File: src/rtl/plic_irq_dispatch.sv
// Purpose: core-side PLIC interrupt dispatcher; settles, reads MVEC/MARG, issues a trap request and waits for mret.
// Latency: irq_req_o rises SETTLE_CYCLES+3 cycles after the qualifying irq_valid_i && global_ie_i edge.
// Backpressure: irq_req_o is held with stable vec/arg until irq_ack_i; a mstatus.MIE drop withdraws it; no new dispatch until mret_i.
//
// Ports:
//   clk, rst_n                    core clock, async active-low reset
//   irq_valid_i, global_ie_i      PLIC irq_valid level and mstatus.MIE
//   plic_rd_o, plic_raddr_o       PLIC read port ownership and address (state-decoded)
//   plic_rdata_i                  PLIC read data, returned in the same cycle as the address
//   irq_req_o, irq_vec_o,         trap request, captured handler entry and argument
//   irq_arg_o, irq_ack_i          and pipeline acknowledge
//   mret_i                        one-cycle pulse when the handler retires mret
//   busy_o                        dispatcher is not idle
//   stat_taken_o, stat_spurious_o saturating ack / spurious-drop counters, present only
//                                 when PLIC_DISPATCH_STATS_EN is defined
module plic_irq_dispatch #(
    parameter int                           SETTLE_CYCLES       = 3,
    parameter int                           PLIC_AXI_ADDR_WIDTH = 32,
    parameter int                           PLIC_AXI_DATA_WIDTH = 32,
    parameter logic [PLIC_AXI_ADDR_WIDTH-1:0] PLIC_INT_MVEC_ADDR = 'h100,
    parameter logic [PLIC_AXI_ADDR_WIDTH-1:0] PLIC_INT_MARG_ADDR = 'h104
) (
    input  logic                           clk,
    input  logic                           rst_n,
    input  logic                           irq_valid_i,
    input  logic                           global_ie_i,
    output logic                           plic_rd_o,
    output logic [PLIC_AXI_ADDR_WIDTH-1:0] plic_raddr_o,
    input  logic [PLIC_AXI_DATA_WIDTH-1:0] plic_rdata_i,
    output logic                           irq_req_o,
    output logic [31:0]                    irq_vec_o,
    output logic [31:0]                    irq_arg_o,
    input  logic                           irq_ack_i,
    input  logic                           mret_i,
    output logic                           busy_o
`ifdef PLIC_DISPATCH_STATS_EN
    ,
    output logic [15:0]                    stat_taken_o,
    output logic [15:0]                    stat_spurious_o
`endif
);

    typedef enum logic [2:0] {
        S_IDLE,
        S_SETTLE,
        S_RD_VEC,
        S_RD_ARG,
        S_REQ,
        S_SERVICE
    } state_t;

    localparam logic [3:0] CNT_INIT = 4'(SETTLE_CYCLES - 1);

    state_t      state_q, state_d;
    logic [3:0]  cnt_q, cnt_d;
    logic [31:0] vec_q, vec_d;
    logic [31:0] arg_q, arg_d;

    // A drop of either qualifier while settling means the PLIC output was not stable.
    logic spurious_drop;
    assign spurious_drop = (state_q == S_SETTLE) && !(irq_valid_i && global_ie_i);

    always_comb begin
        state_d = state_q;
        cnt_d   = cnt_q;
        vec_d   = vec_q;
        arg_d   = arg_q;
        case (state_q)
            S_IDLE: begin
                if (irq_valid_i && global_ie_i) begin
                    cnt_d   = CNT_INIT;
                    state_d = S_SETTLE;
                end
            end
            S_SETTLE: begin
                if (spurious_drop) begin
                    state_d = S_IDLE;
                end else if (cnt_q == 4'd0) begin
                    state_d = S_RD_VEC;
                end else begin
                    cnt_d = cnt_q - 4'd1;
                end
            end
            S_RD_VEC: begin
                vec_d   = plic_rdata_i[31:0];
                state_d = S_RD_ARG;
            end
            S_RD_ARG: begin
                arg_d   = plic_rdata_i[31:0];
                state_d = S_REQ;
            end
            S_REQ: begin
                // Ack has priority over a same-cycle MIE drop: the trap is already taken.
                if (irq_ack_i) begin
                    state_d = S_SERVICE;
                end else if (!global_ie_i) begin
                    state_d = S_IDLE;
                end
            end
            S_SERVICE: begin
                if (mret_i) begin
                    state_d = S_IDLE;
                end
            end
            default: state_d = S_IDLE;
        endcase
    end

    always_ff @(posedge clk or negedge rst_n) begin
        if (!rst_n) begin
            state_q <= S_IDLE;
            cnt_q   <= 4'd0;
            vec_q   <= 32'd0;
            arg_q   <= 32'd0;
        end else begin
            state_q <= state_d;
            cnt_q   <= cnt_d;
            vec_q   <= vec_d;
            arg_q   <= arg_d;
        end
    end

    // All outputs decode from flops only, so no input-to-output combinational path exists.
    always_comb begin
        plic_raddr_o = '0;
        case (state_q)
            S_RD_VEC: plic_raddr_o = PLIC_INT_MVEC_ADDR;
            S_RD_ARG: plic_raddr_o = PLIC_INT_MARG_ADDR;
            default:  plic_raddr_o = '0;
        endcase
    end

    assign plic_rd_o = (state_q == S_RD_VEC) || (state_q == S_RD_ARG);
    assign irq_req_o = (state_q == S_REQ);
    assign busy_o    = (state_q != S_IDLE);
    assign irq_vec_o = vec_q;
    assign irq_arg_o = arg_q;

`ifdef PLIC_DISPATCH_STATS_EN
    logic [15:0] taken_q, taken_d;
    logic [15:0] spur_q, spur_d;

    always_comb begin
        taken_d = taken_q;
        spur_d  = spur_q;
        if ((state_q == S_REQ) && irq_ack_i && (taken_q != 16'hFFFF)) begin
            taken_d = taken_q + 16'd1;
        end
        if (spurious_drop && (spur_q != 16'hFFFF)) begin
            spur_d = spur_q + 16'd1;
        end
    end

    always_ff @(posedge clk or negedge rst_n) begin
        if (!rst_n) begin
            taken_q <= 16'd0;
            spur_q  <= 16'd0;
        end else begin
            taken_q <= taken_d;
            spur_q  <= spur_d;
        end
    end

    assign stat_taken_o    = taken_q;
    assign stat_spurious_o = spur_q;
`endif

endmodule

File: config.mk
export PLATFORM = sky130hd
export DESIGN_NAME = plic_irq_dispatch
export DESIGN_NICKNAME = d
export VERILOG_FILES = /design/src/rtl/plic_irq_dispatch.sv
export SDC_FILE = /design/constraint.sdc
export NUM_CORES = 1
export LEC_CHECK = 0
export ABC_AREA = 1
export CORE_MARGIN = 4
export CORE_UTILIZATION = 40
export DETAILED_ROUTE_END_ITERATION = 8
export PLACE_DENSITY = 0.76
export SYNTH_ARGS = -nofsm -noshare
export SYNTH_HDL_FRONTEND = slang
export SYNTH_SLANG_ARGS = --single-unit
export TNS_END_PERCENT = 20
File: constraint.sdc
create_clock -name clk -period 1.44 [get_ports clk]
set_input_delay 0.216 -clock clk [delete_from_list [all_inputs] [get_ports clk]]
set_output_delay 0.216 -clock clk [all_outputs]
set_load 0.02 [all_outputs]
==> Word level (Yosys, flattened, before mapping) <==
Index checks and enable logic that the tools add are counted.
{ "op_classes": {"add_sub_neg": 1, "mul": 0, "n_div": 0, "order_cmp": 0, "n_eq_ne": 11, "n_shift": 0, "mux": 12, "n_bitwise": 0, "reduce_logical": 10} }
{ "ops": {"columns": ["op", "count"], "rows": [
  ["$mux 3", 6],
  ["$pmux 3 s6", 1],
  ["$pmux 9 s2", 1],
  ["$mux 4", 3],
  ["$ne 2x2->1 const B", 4],
  ["$pmux 4 s2", 1],
  ["$reduce_and 4->1", 2],
  ["$eq 3x2->1 const B", 2],
  ["$eq 3x3->1 const B", 2],
  ["$ne 3x2->1 const B", 2],
  ["$logic_not 4->1", 1],
  ["$sub 4x1->4 const B", 1],
  ["$eq 3x1->1 const B", 1],
  ["$logic_not 3->1", 1],
  ["$reduce_bool 3->1", 1],
  ["$logic_and 1x1->1", 2],
  ["$reduce_bool 2->1", 1],
  ["$logic_not 1->1", 1],
  ["$logic_or 1x1->1", 1]
]} }
{ "word_totals": {"register_bits": 71, "latchBits": 0, "ram_bits": 0, "rom_bits": 0, "inputBits": 38, "n_memories": 0} }

==> Depth between registers and ports, before layout <==
{ "logic_depth": {"ltp_word": 5, "depth_mapped": 8, "ltp_nobuf": 8} }

==> Worst setup path after synthesis <==
No wires, ideal clock.
{ "synth_path": {"kind": "register to output", "startpoint": "reg state_q[2]", "endpoint": "out plic_raddr_o[2]", "arrival_ns": 1.095, "path_slack_ns": 0.129, "path_stages_with_launch": 5, "path_cell_list": "dfrtp_1 nor2_4 nand2_2 buf_2 inv_1"} }
{ "synth_between": {"elab_chain_len": 2, "elab_cells_between_ends": 3, "classes_between": "2 x eq/ne; 1 x mux"} }
{ "synth_lines": {"columns": ["item", "line_no", "rtl"], "rows": [
  ["start, declared", "54", "state_t state_q, state_d;"],
  ["start signal, assigned", "116", "state_q <= state_d;"],
  ["$eq 3x2->1", "126", "case (state_q)"],
  ["$pmux 9 s2 (*)", "126", null],
  ["end, declared", "28", "output logic [PLIC_AXI_ADDR_WIDTH-1:0] plic_raddr_o,"]
]} }
Mark *: on every way between the ends. The rest lies on a longest branch, timed or not.

==> Worst setup path in the final report <==
{ "layout_path": {"startpoint": "reg state_q[1]", "endpoint": "out plic_raddr_o[2]"} }
The elaborated chain is that of the path after synthesis.

==> results by group <==
Setup path
  • Worst r2r src: state_q[1]
  • Crit-path max FO: 4
  • Worst endpoint required time: 1220 ps
  • Flop-to-flop setup slack: about 100 ps
  • Crit Path Class: flip-flop to output port
  • Critical Path AT: 1250 ps
  • Worst flop-to-flop path endpoint: irq_arg_o[5]
  • Endpoint class of the critical path: output port
  • Worst Reg-to-Reg Cells: 8
  • Crit path launch type: flip-flop

Route
  • Initial DRC count: 67
  • Routed len/inst: ~12 um
  • Final ANT Viol Nets: 0
  • DR vias: between 2000 and 2500
  • DR vias/cell: 4.41
  • Overall routed net length: about 7000 um
  • DRC viols: 0
  • Pre-antenna DRT Iters: 4

Placement
  • IO buf count: roughly 110
  • Placed cells: about 540
  • Detailed placement HPWL: about 5000 um
  • Post-Place Setup Slack: -128 ps
  • Placed cell area: 4300 um^2
  • GPL Wtd Cong: approximately 0.83

Synth
  • YS warnings: 0
  • Top-area cell type share of the netlist area: between 50% and 60%
  • Post-Synth Simple-Gate Area: 11.9%
  • Adder-cell share of the synthesized area: less than 1%
  • Leading area contributor after synthesis: dfrtp_1
  • Mux contribution to synthesized area: 0%
  • Primary FF master, synth: dfrtp_1
  • Mean area per synthesized cell: 9.81 um^2
  • Compound-Gate Fraction of Synth Area: between 15 and 20%
  • Largest family of logic cells by synthesized area: buffers and inverters
  • EDFF count, synth: 0
  • Register area share after synthesis: between 50 and 60%
  • Synth unique cells: 24
  • Synth Area in XOR/XNOR: less than 1%
  • Async SR Flop Fraction: 100%
  • Area contributors post-synth: dfrtp_1, o21ai_2, nand2_1
  • Number of synthesized register bits: 71
  • Post-Syn Area: around 3300 um^2
  • Mapped Cells: around 330

Floorplanning
  • Core Footprint: a little under 8000 um^2
  • Starting density of the core: approximately two fifths
  • # IOs: ~140
  • Row count: 32
  • Die ar.: between 9000 and 10000 um^2
  • Chip height: ~100 um
  • Die Wd: about 100 um

Clock network
  • Max clock buf depth: 2
  • Clock root cell: clkbuf_8
  • CTS tree: built
  • Clock sink count: 71
  • Clk_lat worst skew: roughly 330 ps
  • Worst-path clk slew: approximately 70 ps
  • CTS Buf Count: 9
  • H-tree levels: 3

Outcome
  • Failing checks: negative setup slack
  • Outcome: finished, violations left

Layout
  • N_diodes: 0
  • Final Cell Area: approximately 4500 um^2
  • Post-Layout Cell Count: around 560
  • Synth-to-Final Area Change: 38.2%
  • Share of cells above drive strength 1: between 10% and 20%
  • Fin nets: approximately 500

STA
  • Slew Limit Fails: 0
  • Setup slack after layout: -30.8 ps
  • Final setup vio count: 1
  • Fin crit period: 1470 ps
  • Period utilization: 102%
  • RSZ-0062 raised after global routing: true
  • Hold Vio Cnt, Final: 0
  • Fmax: just under 0.7 GHz
  • Clk_skew: between 7 and 8 ps
  • TNS Setup: -30.8 ps

Hold path
  • Min-Delay Path Class: input pin to asynchronous set/reset pin

GRT
  • First-pass GRT wire length: about 11000 um
  • Number of global-route vias before repair: roughly 2400
  • Congestion Overflow GR: 0
  • Largest net degree at the start of global routing: 72
  • Gr usage total: around 14%
  • Initial antenna violation count: 0

Power and ir drop
  • IR drop worst, VDD: 1.24 mV
  • PD cells: around 2300 nW/um^2
  • Leak: between 2 and 2.5 nW

Job
  • Max-Cap Viols: 0
==> area by class of cell <==
| class | count | area, um^2 |
|---|---|---|
| clock buffer | 10 | 128 |
| clock inverter | 6 | 61.3 |
| fill | 720 | 3310 |
| inverter | 46 | 173 |
| multi-input combinational | 199 | 1070 |
| sequential | 71 | 1780 |
| tap | 102 | 128 |
| timing repair buffer | 121 | 1160 |
==> through the flow <==
step	util [%]	power (mW)	hold WS (ps)
after floorplan	-	6.74	-79.6
after global placement	55.1	9.10	270
after detailed placement	55.1	9.26	268
after CTS	57.2	10.3	425
after global routing	57.7	10.9	434
final	57.7	10.2	427
==> flip-flops by register name (all words and copies together) (netlist names) <==
name / flops
state_q: 3
irq_arg_o: 32
cnt_q: 4
irq_vec_o: 32
==> timing repair <==
item | 4_1_cts | 5_1_grt
endpoints found under the setup margin | 69 | 40
endpoints found under the hold margin | 71 | 0
gates resized for setup | 98 | 12
buffers inserted | 2 | 1
pin swaps | 2 | 3
hold buffers | 1 | 0
==> power by group <==
part           switching [mW]  internal, mW  total [mW]
sequential              0.540          3.00        3.54
clock                   0.722         0.794        1.52
combinational            3.06          2.09        5.14
==> worst max-delay path by stage <==
stage,from,end,cells after the start
4_1_cts,state_q[0],irq_req_o,4
3_5_place_dp,state_q[0],irq_req_o,4
2_1_floorplan,state_q[2],plic_raddr_o[2],4
3_3_place_gp,state_q[0],irq_req_o,4
6_report,state_q[1],plic_raddr_o[2],6
5_1_grt,state_q[1],plic_raddr_o[2],6
==> cell usage in the layout, fill, tap and decap left out, types with 2 or more instances in the layout <==
master           instances
buf_12                   5
buf_4                    8
buf_6                    6
clkbuf_8                 9
clkdlybuf4s50_1         36
clkinv_2                 3
conb_1                  30
dfrtp_1                 69
dfrtp_2                  2
dlygate4sd2_1           64
ha_1                     2
inv_1                   44
inv_2                    2
nand2_1                 79
nand3_1                  5
nand4_1                  3
nor2_1                   3
nor2_4                   2
o21ai_0                 22
o21ai_1                  3
o21ai_2                 41
==> logic make-up (layout without fill, tap and decap cells) <==
family / count (synthesis) / in the layout
compound gates: 69 / 69
xor+xnor: 2 / 2
fa+ha+maj: 2 / 2
buf+inv: 91 / 183
flops: 71 / 71
other cells: 1 / 30
simple gates: 96 / 96
==> critical path, stage by stage (launching register included) <==
cell and delay (ps):
dfrtp_2 430, inv_2 70, nor2_4 100, buf_6 110
nand2_4 40, inv_2 60, buf_6 110
==> cell usage after synthesis, drive strengths merged, types with 2 or more instances <==
cell / n
nand3: 6
ha: 2
nand2: 81
nor2: 5
nand4: 3
clkbuf: 2
dfrtp: 71
o21ai: 66
inv: 46
buf: 43
==> metal layers <==
| metal | global-route usage (%) | wire length [um] |
|---|---|---|
| met2 | 22.6 | 3250 |
| met4 | 5.04 | 104 |
| met1 | 18.2 | 2860 |
| met5 | 0 | 0 |
| met3 | 5.86 | 678 |
(Power assumes the default switching activity.)
